### src/rtl/exc_ctrl.sv
// rtl/exc_ctrl.sv - MEM-stage exception/interrupt controller with registered flush handshake
module exc_ctrl #(
  parameter int          NUM_HW_INT  = 6,
  parameter int          SYNC_STAGES = 2,
  parameter logic [31:0] VEC_BASE    = 32'hBFC0_0380,
  parameter int          EXC_W       = 9
) (
  input  logic                  clk,
  input  logic                  rst,
  input  logic [31:0]           exc_pc_i,
  input  logic                  exc_pcvalid_i,
  input  logic                  exc_in_delay_i,
  input  logic                  exc_intr_dis_i,
  input  logic [31:0]           exc_m_addr_i,
  input  logic [EXC_W-1:0]      exc_excs_i,
  input  logic [NUM_HW_INT-1:0] exc_hw_int_i,
  input  logic [1:0]            exc_sw_int_i,
  input  logic                  exc_status_ie_i,
  input  logic [NUM_HW_INT+1:0] exc_status_im_i,
  input  logic                  mtc0_we_i,
  input  logic [1:0]            mtc0_sel_i,
  input  logic [31:0]           mtc0_data_i,
  input  logic                  flush_ack_i,
  output logic                  exc_flag_o,
  output logic [4:0]            exc_code_o,
  output logic                  exc_bd_o,
  output logic [NUM_HW_INT+1:0] exc_ip_o,
  output logic                  exc_exl_o,
  output logic [31:0]           exc_epc_o,
  output logic [31:0]           exc_badvaddr_o,
  output logic                  flush_o,
  output logic [31:0]           flush_pc_o
);

  typedef enum logic {IDLE, FLUSH} state_t;

  state_t                state_q, state_nxt;
  logic [NUM_HW_INT-1:0] hw_sync;
  logic                  intr;
  logic                  ev_any, ev_eret, ev_bad_we;
  logic [4:0]            ev_code;
  logic [31:0]           ev_bad;
  logic                  take;
  logic                  mtc0_epc_we, mtc0_exl_we;
  logic                  unused_bit0;

  assign unused_bit0 = exc_excs_i[0];

  generate
    if (SYNC_STAGES == 0) begin : g_direct
      assign hw_sync = exc_hw_int_i;
    end else begin : g_sync
      logic [NUM_HW_INT-1:0] sync_q [SYNC_STAGES];
      // Shift asynchronous interrupt lines through the synchroniser chain
      always_ff @(posedge clk) begin
        if (rst) begin
          for (int i = 0; i < SYNC_STAGES; i++) sync_q[i] <= '0;
        end else begin
          sync_q[0] <= exc_hw_int_i;
          for (int i = 1; i < SYNC_STAGES; i++) sync_q[i] <= sync_q[i-1];
        end
      end
      assign hw_sync = sync_q[SYNC_STAGES-1];
    end
  endgenerate

  assign exc_ip_o = {hw_sync, exc_sw_int_i};
  assign intr     = (|(exc_ip_o & exc_status_im_i)) & exc_status_ie_i & ~exc_exl_o
                    & ~exc_intr_dis_i & exc_pcvalid_i;

  // Priority-encode the highest event into its code and BadVAddr effect
  always_comb begin
    ev_any    = 1'b1;
    ev_eret   = 1'b0;
    ev_bad_we = 1'b0;
    ev_bad    = exc_pc_i;
    ev_code   = 5'd0;
    if (intr) begin
      ev_code = 5'd0;
    end else if (exc_excs_i[1]) begin
      ev_code   = 5'd4;
      ev_bad_we = 1'b1;
      ev_bad    = exc_pc_i;
    end else if (exc_excs_i[2]) begin
      ev_code   = 5'd4;
      ev_bad_we = 1'b1;
      ev_bad    = exc_m_addr_i;
    end else if (exc_excs_i[3]) begin
      ev_code   = 5'd5;
      ev_bad_we = 1'b1;
      ev_bad    = exc_m_addr_i;
    end else if (exc_excs_i[4]) begin
      ev_code = 5'd12;
    end else if (exc_excs_i[5]) begin
      ev_code = 5'd8;
    end else if (exc_excs_i[6]) begin
      ev_code = 5'd9;
    end else if (exc_excs_i[7]) begin
      ev_code = 5'd10;
    end else if (exc_excs_i[8]) begin
      ev_eret = 1'b1;
    end else begin
      ev_any = 1'b0;
    end
  end

  // Next-state and commit-suppression; events are only seen in IDLE
  always_comb begin
    state_nxt  = state_q;
    exc_flag_o = 1'b0;
    take       = 1'b0;
    case (state_q)
      IDLE: begin
        if (ev_any) begin
          exc_flag_o = 1'b1;
          take       = 1'b1;
          state_nxt  = FLUSH;
        end
      end
      FLUSH: begin
        if (flush_ack_i) state_nxt = IDLE;
      end
      default: state_nxt = IDLE;
    endcase
  end

  assign mtc0_epc_we = (state_q == IDLE) && mtc0_we_i && (mtc0_sel_i == 2'd0);
  assign mtc0_exl_we = (state_q == IDLE) && mtc0_we_i && (mtc0_sel_i == 2'd1);

  // State register
  always_ff @(posedge clk) begin
    if (rst) state_q <= IDLE;
    else     state_q <= state_nxt;
  end

  // CP0 fields and flush request; a taken event owns EXL, and a non-ERET event owns EPC
  always_ff @(posedge clk) begin
    if (rst) begin
      exc_code_o     <= '0;
      exc_bd_o       <= 1'b0;
      exc_exl_o      <= 1'b0;
      exc_epc_o      <= '0;
      exc_badvaddr_o <= '0;
      flush_o        <= 1'b0;
      flush_pc_o     <= '0;
    end else if (take && !ev_eret) begin
      flush_o    <= 1'b1;
      flush_pc_o <= VEC_BASE;
      exc_code_o <= ev_code;
      exc_exl_o  <= 1'b1;
      if (!exc_exl_o) begin
        exc_epc_o <= exc_in_delay_i ? (exc_pc_i - 32'd4) : exc_pc_i;
        exc_bd_o  <= exc_in_delay_i;
      end
      if (ev_bad_we) exc_badvaddr_o <= ev_bad;
    end else if (take) begin
      flush_o    <= 1'b1;
      flush_pc_o <= mtc0_epc_we ? mtc0_data_i : exc_epc_o;
      exc_exl_o  <= 1'b0;
      if (mtc0_epc_we) exc_epc_o <= mtc0_data_i;
    end else begin
      if (state_q == FLUSH && flush_ack_i) flush_o <= 1'b0;
      if (mtc0_epc_we) exc_epc_o <= mtc0_data_i;
      if (mtc0_exl_we) exc_exl_o <= mtc0_data_i[1];
    end
  end

endmodule

### config.mk
export PLATFORM = sky130hd
export DESIGN_NAME = exc_ctrl
export DESIGN_NICKNAME = d
export VERILOG_FILES = /design/src/rtl/exc_ctrl.sv
export SDC_FILE = /design/constraint.sdc
export NUM_CORES = 1
export LEC_CHECK = 0
export BUFFER_PORTS_ARGS = -buffer_cell sky130_fd_sc_hd__buf_2
export CAP_MARGIN = 0
export CORE_MARGIN = 1
export CORE_UTILIZATION = 52
export DETAILED_ROUTE_END_ITERATION = 8
export PLACE_DENSITY = 0.94
export SETUP_SLACK_MARGIN = 0.3
export SKIP_LAST_GASP = 1
export SLEW_MARGIN = 30
export SYNTH_ARGS = -nofsm -noshare
export SYNTH_HDL_FRONTEND = slang
export SYNTH_SLANG_ARGS = --single-unit
### constraint.sdc
create_clock -name clk -period 5.99 [get_ports clk]
set_clock_uncertainty 0.05 [all_clocks]
set_input_delay 0.599 -clock clk [delete_from_list [all_inputs] [get_ports clk]]
set_output_delay 0.599 -clock clk [all_outputs]
set_load 0.05 [all_outputs]
==> summary.md, run 1 <==
| Metric | Value |
|---|---|
| Peak supply drop | `around 0.29 mV` |
| Crit-path max FO | `37` |
| Synth Register Bits | `approximately 120` |
| Worst Setup Start Kind | `flip-flop` |
| Cell row count | `39` |
| CTS root buffer | `clkbuf_16` |
| EDFF count, synth | `0` |
| Vias per Instance | `~6.3` |
| Area of the core | `11500 sq um` |
| DR pass1 iterations | `5` |
| Slew @ Worst Pin | `a little under 0.9 ns` |
| Dpl hpwl | `13700 um` |
| LEAKAGE | `~0.0033 uW` |
| Sum Neg Setup Slack | `0 ns` |
| Clk slew on worst S/H paths | `roughly 0.060 ns` |
| Syn_area_per_cell | `between 8 and 9 sq um` |
| IO Pins | `244` |
| YS warnings | `0` |
| Synth cell types | `~70` |
| Clock sinks | `~120` |
| Drt first-iter violations | `823` |
| # fillers | `860` |
| DR WL/cell | `around 19 um` |
| Post-route minimum period | `3.24 ns` |
| Switching share of power | `0.312` |
| Initial antenna violation count | `0` |
| Top FF cell, synth | `dfxtp_1` |
| Hold_buf cts | `0` |
| ANT cells | `0` |
| Number of routed nets with antenna violations | `0` |
| Die Wd | `around 110 um` |
| Clk pwr share | `0.442` |
| Critical Path RT | `roughly 5.3 ns` |
| CTS tree | `done` |
| Grt ovf | `0` |
| Final Slew Violations | `0` |
| Reg2Reg Depth | `6` |
| Status | `finished clean` |
| Layout Area Growth over Synthesis | `29.5%` |
| Synthesized Nets | `just over 800` |
| Synth Cell Area | `6150 sq um` |
| Gr usage total | `0.324` |
| Most common cell after layout, fill and taps aside | `buf_2` |
| Synth area leaders | `dfxtp_1 38%, mux2_2 5.3%, a221oi_1 4.8%` |
| PwrDens | `between 300 and 400 nW/um^2` |
| CTS Buffer Depth | `2` |
| Reg2reg start | `state_q` |
| Max cap viols | `0` |
| Placed insts | `1006` |
| Fin crit share | `0.541` |
| Initial core utilization | `0.536` |
| Worst Setup Path Type | `reg2out` |
| Async S/R FF share, synth | `0` |
| Area of the die | `12300 sq um` |
| Post-Syn Instances | `685` |
| Min-Delay Path Class | `in2reg` |
| Design area | `roughly 8000 sq um` |
| Largest net degree at the start of global routing | `68` |
| Routability cong. | `0.821` |
| I/O Buffers | `241` |
| Synth area leader | `dfxtp_1` |
| Worst slew margin | `0.420` |
| Die Span Y | `about 110 um` |
| Vias | `6488` |
| Endpoint class of the critical path | `primary output` |
| Sequential fraction of the synthesis area | `0.378` |
| Most frequent cells in the layout | `240 x buf_2, 116 x dfxtp_1, 52 x inv_1` |
| Post-Layout Cell Count | `roughly 1000` |
| Combinational power share | `0.208` |
| End of the worst register-to-register path | `exc_epc_o[28]` |
| Internal power | `roughly 1700 uW` |
| First-pass GRT wire length | `roughly 32000 um` |
| Util after Layout | `0.694` |
| Final setup fails | `0` |
| Critical Path AT | `2.59 ns` |
| Reg2reg setup slack | `3.34 ns` |
| Layout cells sized above 1 | `0.381` |
| DRC Markers | `0` |
| Final Hold Vio Count | `0` |
| Sw power | `between 700 and 800 uW` |
| Hold Startpoint | `exc_hw_int_i[2]` |
| Setup bufs post-CTS | `0` |
| Worst setup margin | `2.75 ns` |
| Worst Hold End | `g_sync.sync_q[0][2]` |
| Layout Nets | `roughly 1000` |
| Seq pwr share | `0.350` |
| RSZ-0062 raised after global routing | `no` |
| Worst slack at placement | `2.83 ns` |
| WL final | `between 15000 and 20000 um` |
| Post-CTS sizing | `0` |
| Hold path depth | `2` |
| Fmax | `just over 0.3 GHz` |
| Placed inst area | `about 7300 sq um` |
| Htree depth | `4` |
| Top-area cell type share of the netlist area | `0.378` |
| TritonCTS buffer count | `17` |
| Vias in the first global route | `~6300` |
| Worst-Skew Late Latency | `0.43 ns` |
==> cells in the mapped netlist (all sizes together) (4+ instances only) <==
cell type  number
a21oi          35
a221oi         34
a22oi           4
a31oi          19
a32oi          24
buf            36
clkbuf         37
dfxtp         116
inv            52
mux2           29
nand2          34
nand3          24
nand4           6
nand4b         19
nor2           19
nor2b          12
nor3           16
nor4            9
nor4b           6
o211ai         15
o21ai           7
o22ai          44
o31ai          11
or3             4
or4             7
xnor2          23
xor2            6
==> worst max-delay path, stage by stage (launching register included) <==
cell and delay, ns:
dfxtp_1 0.54, nand4bb_1 0.22, o21ba_2 0.42, o31ai_4 0.67
inv_1 0.07, buf_2 0.23
==> power by group through the flow <==
| stage | combinational, uW | clock, uW | sequential (uW) |
|---|---|---|---|
| floorplan | 192 | 0 | 1030 |
| global placement | 493 | 0 | 871 |
| detailed placement | 506 | 0 | 872 |
| CTS | 507 | 1090 | 858 |
| global route | 539 | 1130 | 864 |
| finish | 511 | 1090 | 859 |
==> through the flow <==
stage	power (uW)	hold WS, ns
after floorplan	1220	0.364
after global placement	1360	0.367
after detailed placement	1380	0.377
after CTS	2460	0.329
after global routing	2530	0.351
final	2460	0.335
==> state kept, by name (all words and copies together), names as in the netlist <==
signal / flops
flush_o: 1
flush_pc_o: 32
g_sync.sync_q: 12
state_q: 1
exc_badvaddr_o: 32
exc_exl_o: 1
exc_bd_o: 1
exc_epc_o: 32
exc_code_o: 4
==> layer usage <==
metal / share of wire / track usage
met4: 0.023 / 0.137
met3: 0.091 / 0.0705
met5: 0 / 0
met1: 0.41 / 0.403
met2: 0.48 / 0.540
==> cell families (layout without fill, tap and decap cells) <==
| logic type | after synthesis | count (layout) | share of synthesized area |
|---|---|---|---|
| buf+inv | 125 | 335 | 0.0893 |
| fa+ha+maj | 1 | 1 | 0.00203 |
| flops | 116 | 116 | 0.378 |
| other cells | 1 | 1 | 0.000610 |
| compound gates | 211 | 211 | 0.248 |
| xor+xnor | 29 | 29 | 0.0413 |
| simple gates | 171 | 171 | 0.185 |
| mux | 31 | 31 | 0.0564 |
==> how the worst max path moves through the flow <==
stage                                from             end  slack (ns)  depth (start not counted)
after global placement      exc_excs_i[4]  flush_pc_o[22]        2.51                          6
after floorplan                 exc_exl_o      exc_flag_o        3.23                          7
after detailed placement  exc_sw_int_i[1]      exc_flag_o        2.83                          7
final                           exc_exl_o      exc_flag_o        2.75                          5
after CTS                       exc_exl_o      exc_flag_o        2.74                          5
after global routing            exc_exl_o      exc_flag_o        2.61                          5
==> layout make-up <==
class	count	area [sq um]	area share
sequential	116	2320	0.292
clock buffer	19	453	0.0569
multi-input combinational	444	3310	0.416
clock inverter	13	180	0.0226
tap	143	179	0.0225
inverter	52	195	0.0245
timing repair buffer	251	1320	0.166
No activity file was read; power rests on OpenSTA's default activity.
==> run 2, diff against run 1 <==
CORE_UTILIZATION = 44   (was 52)
PLACE_DENSITY = 0.85   (was 0.94)
clock period = 2.9 ns   (was 5.99 ns; I/O delays follow)
==> summary.md, run 2 (synthesis results as in run 1) <==
| Metric | Value |
|---|---|
| Final Hold Vio Count | `0` |
| Vias per Instance | `a little under 6` |
| DR WL/cell | `between 15 and 20 um` |
| Hold path depth | `2` |
| Layout cells sized above 1 | `0.377` |
| Slew @ Worst Pin | `around 0.95 ns` |
| TritonCTS buffer count | `17` |
| Initial core utilization | `0.457` |
| Worst setup margin | `roughly 0.51 ns` |
| WL final | `~20000 um` |
| Area of the core | `13500 sq um` |
| PwrDens | `approximately 620 nW/um^2` |
| Worst Setup Path Type | `reg2out` |
| Clock sinks | `~120` |
| Initial antenna violation count | `0` |
| Largest net degree at the start of global routing | `64` |
| Status | `finished clean` |
| I/O Buffers | `around 240` |
| Slowest stage delay, CP | `between 0.3 and 0.4 ns` |
| LEAKAGE | `approximately 0.0033 uW` |
| Reg2Reg Depth | `6` |
| Routability cong. | `0.880` |
| Area of the die | `14500 sq um` |
| Endpoint class of the critical path | `primary output` |
| Cell row count | `between 40 and 50` |
| Placed insts | `~1000` |
| Die Wd | `roughly 120 um` |
| Peak supply drop | `about 0.37 mV` |
| Clk slew on worst S/H paths | `about 0.05 ns` |
| Biggest regs | `exc_badvaddr_o (32), exc_epc_o (32), flush_pc_o (32)` |
| Layout Area Growth over Synthesis | `29.5%` |
| Critical Path AT | `2.05 ns` |
| Number of routed nets with antenna violations | `0` |
| Worst slew margin | `0.365` |
| Most frequent cells in the layout | `240 x buf_2, 116 x dfxtp_1, 52 x inv_1` |
| Vias in the first global route | `5931` |
| Critical Path RT | `approximately 2.6 ns` |
| Worst Setup Start Kind | `flip-flop` |
| Grt ovf | `0` |
| Post-route minimum period | `around 2.4 ns` |
| CTS root buffer | `clkbuf_16` |
| Setup bufs post-CTS | `0` |
| Crit-path max FO | `12` |
| Drt first-iter violations | `450` |
| CTS Buffer Depth | `2` |
| CTS tree | `done` |
| Fmax | `around 0.42 GHz` |
| Worst-Skew Late Latency | `slightly above 0.4 ns` |
| Worst-path cell chain | `a22oi_1 -> nand2_1 -> o21ba_2 -> o31ai_4 -> inv_1 -> buf_2` |
| Gr usage total | `0.278` |
| Final Slew Violations | `0` |
| Worst slack at placement | `0.467 ns` |
| ANT cells | `0` |
| RSZ-0062 raised after global routing | `no` |
| Htree depth | `4` |
| Sum Neg Setup Slack | `0 ns` |
| Die Span Y | `120 um` |
| Cell family with most CP delay | `compound AO/OA/AOI/OAI gates` |
| DR pass1 iterations | `5` |
| Hold WS | `around 0.038 ns` |
| Layout Nets | `around 1000` |
| DRC Markers | `0` |
| First-pass GRT wire length | `about 31000 um` |
| Min-Delay Path Class | `in2reg` |
| Vias | `between 6000 and 7000` |
| # fillers | `1209` |
| Fin crit share | `0.824` |
| Worst path bufs/invs | `2` |
| Highest-delay cell along the critical path | `o31ai_4` |
| Util after Layout | `0.592` |
| IO Pins | `244` |
| Post-Layout Cell Count | `between 1000 and 1500` |
| Final setup fails | `0` |
| Critical path depth | `6` |
| Max cap viols | `0` |
| Most common cell after layout, fill and taps aside | `buf_2` |
| Dpl hpwl | `14200 um` |
run 2: changes by cell type in the layout (fill, tap and decap cells not counted), moves of 2 or more:
cell / before / now
clkbuf_1: 0 / 4
buf_4: 9 / 15
clkinv_2: 4 / 2
clkinvlp_4: 3 / 0
buf_16: 2 / 0
run 2: per-layer routing:
metal,track usage,share of wire
met5,0,0
met2,0.441,0.47
met4,0.113,0.028
met1,0.365,0.43
met3,0.0604,0.078
run 2: through the flow:
stage	total power (uW)	instance area (sq um)
after floorplan	2520	6150
after global placement	2840	7370
after detailed placement	2850	7370
after CTS	4960	7950
after global routing	5110	7960
final	4940	7960
run 2: worst paths after layout:
kind                                           from              endpoint  slack, ns
worst max-delay path            g_sync.sync_q[0][7]            exc_flag_o       0.51
worst min-delay path                exc_hw_int_i[1]   g_sync.sync_q[0][1]       0.04
worst max register to register            exc_exl_o    exc_badvaddr_o[25]       0.71
worst min register to register  g_sync.sync_q[0][4]  g_sync.sync_q[0][10]       0.38
run 2: final cells by class:
class | count | area (sq um) | share of cell area
flip-flops and latches | 116 | 2320 | 0.292
repair buffers | 256 | 1330 | 0.168
inverters | 52 | 195 | 0.0245
multi-input cells | 444 | 3310 | 0.416
well taps | 176 | 220 | 0.0277
clock inverters | 5 | 100 | 0.0126
clock buffers | 24 | 482 | 0.0605
run 2: timing repair:
item | 4_1_cts | 5_1_grt
hold buffers | 0 | 0
setup endpoints to repair | 0 | 1
gates resized for setup | 0 | 1
run 2: power breakdown:
part	switching, uW	internal (uW)	total [uW]
sequential	67.4	1700	1770
clock	711	1400	2110
combinational	745	315	1060
==> run 3, diff against run 2 <==
CORE_UTILIZATION = 49   (was 44)
PLACE_DENSITY = 0.9   (was 0.85)
clock period = 2.45 ns   (was 2.9 ns; I/O delays follow)
==> summary.md, run 3 (synthesis results as in run 1) <==
| Metric | Value |
|---|---|
| Initial core utilization | `0.508` |
| Worst-Skew Late Latency | `between 0.4 and 0.5 ns` |
| Endpoint class of the critical path | `primary output` |
| Die Wd | `114 um` |
| Overall power | `about 6000 uW` |
| Max cap viols | `0` |
| Die Span Y | `114 um` |
| Fmax | `about 0.45 GHz` |
| Worst Setup Path Type | `reg2out` |
| Slew @ Worst Pin | `slightly above 0.6 ns` |
| Final Slew Violations | `0` |
| CTS Buffer Depth | `2` |
| Clock sinks | `116` |
| Area of the die | `13000 sq um` |
| Worst-path cell chain | `a22oi_2 -> nand2_1 -> o21ba_4 -> o31ai_4 -> clkinvlp_4 -> buf_8` |
| Routability cong. | `~0.85` |
| DRC Markers | `0` |
| Sum Neg Setup Slack | `0 ns` |
| I/O Buffers | `roughly 240` |
| Worst slew margin | `0.587` |
| Layout Area Growth over Synthesis | `34.0%` |
| Vias per Instance | `6.02` |
| Most common cell after layout, fill and taps aside | `buf_2` |
| Vias | `around 6600` |
| Grt ovf | `0` |
| Slowest stage delay, CP | `0.33 ns` |
| Cell row count | `40` |
| Area of the core | `about 12000 sq um` |
| LEAKAGE | `between 0.003 and 0.004 uW` |
| Vias in the first global route | `between 6000 and 7000` |
| PwrDens | `between 700 and 800 nW/um^2` |
| Most frequent cells in the layout | `239 x buf_2, 114 x dfxtp_1, 51 x inv_1` |
| Initial antenna violation count | `0` |
| Worst Setup Start Kind | `flip-flop` |
| ANT cells | `0` |
| Util after Layout | `0.680` |
| Layout cells sized above 1 | `0.397` |
| Drt first-iter violations | `646` |
| Crit-path max FO | `2` |
| Final setup fails | `0` |
| DR pass1 iterations | `5` |
| TritonCTS buffer count | `17` |
| Number of routed nets with antenna violations | `0` |
| Post-Layout Cell Count | `1088` |
| Critical Path RT | `between 2 and 2.5 ns` |
| Worst slack at placement | `0.381 ns` |
| Post-route minimum period | `roughly 2.2 ns` |
| Biggest regs | `exc_badvaddr_o (32), exc_epc_o (32), flush_pc_o (32)` |
| Gr usage total | `0.309` |
| CTS root buffer | `clkbuf_16` |
| DR WL/cell | `~18 um` |
| Largest net degree at the start of global routing | `between 40 and 50` |
| Worst setup margin | `0.236 ns` |
| Htree depth | `4` |
| Final Hold Vio Count | `0` |
| Highest-delay cell along the critical path | `o31ai_4` |
| WL final | `between 15000 and 20000 um` |
| Placed insts | `about 1000` |
| Critical Path AT | `1.92 ns` |
| Status | `finished clean` |
| RSZ-0062 raised after global routing | `yes` |
| Min-Delay Path Class | `in2reg` |
| Layout Nets | `~1000` |
| Fin crit share | `0.904` |
| First-pass GRT wire length | `between 30000 and 40000 um` |
| Dpl hpwl | `between 10000 and 15000 um` |
| Clk slew on worst S/H paths | `around 0.05 ns` |
| IO Pins | `about 240` |
| CTS tree | `done` |
| Peak supply drop | `about 0.5 mV` |
## run 3: cell types whose count changed in the layout (fill, tap and decap cells not counted), moves of 3 or more
cell and delta:
buf_4 +12, dlygate4sd3_1 +6, a22oi_1 -4, a22oi_2 +4, clkinvlp_4 +3
## run 3: power by group
group	switching, uW	total, uW	internal, uW
Clock	863	2660	1790
Sequential	79.6	2100	2020
Combinational	894	1290	399
## run 3: worst paths after layout
check / start / endpoint / slack, ns / cells after the start
min reg2reg: g_sync.sync_q[0][2] / g_sync.sync_q[0][8] / 0.39 / 1
min: exc_pc_i[0] / exc_epc_o[0] / 0.05 / 2
max reg2reg: g_sync.sync_q[0][7] / state_q / 0.45 / 8
max: g_sync.sync_q[0][6] / exc_flag_o / 0.24 / 6
## run 3: layout make-up
cell class	instances	area, sq um
Clock buffer	25	527
Clock inverter	7	115
Fill cell	1005	3870
Inverter	52	199
Multi-Input combinational cell	444	3340
Sequential cell	116	2330
Tap cell	168	210
Timing Repair Buffer	276	1530
## run 3: routing by layer
metal | track usage | share of wire | vias up
met3 | 0.0606 | 0.081 | 47
li1 | - | - | 3043
met5 | 0 | 0 | -
met1 | 0.397 | 0.41 | 3114
met2 | 0.505 | 0.48 | 347
met4 | 0.132 | 0.029 | 0
## run 3: critical path: cells and delay by family, from the launching register on
kind	cells	cell delay (ns)
flip-flops	1	0.31
AO/OA/AOI/OAI	3	0.75
buffers and inverters	2	0.32
AND/OR/NAND/NOR	1	0.11
## run 3: what timing repair did
item / 4_1_cts / 5_1_grt
endpoints found under the setup margin: 1 / 1
hold endpoints to repair: 6 / 0
hold buffers: 6 / 0
resized for setup: 7 / 4
setup buffers: 4 / 1
pin swaps: 5 / 5
## run 3: per-stage QoR
stage          instance area [sq um]  hold slack [ns]
6_report                        8240           0.0543
5_1_grt                         8240           0.0436
4_1_cts                         8220           0.0302
3_5_place_dp                    7460            0.375
3_3_place_gp                    7460            0.368
2_1_floorplan                   6170            0.323
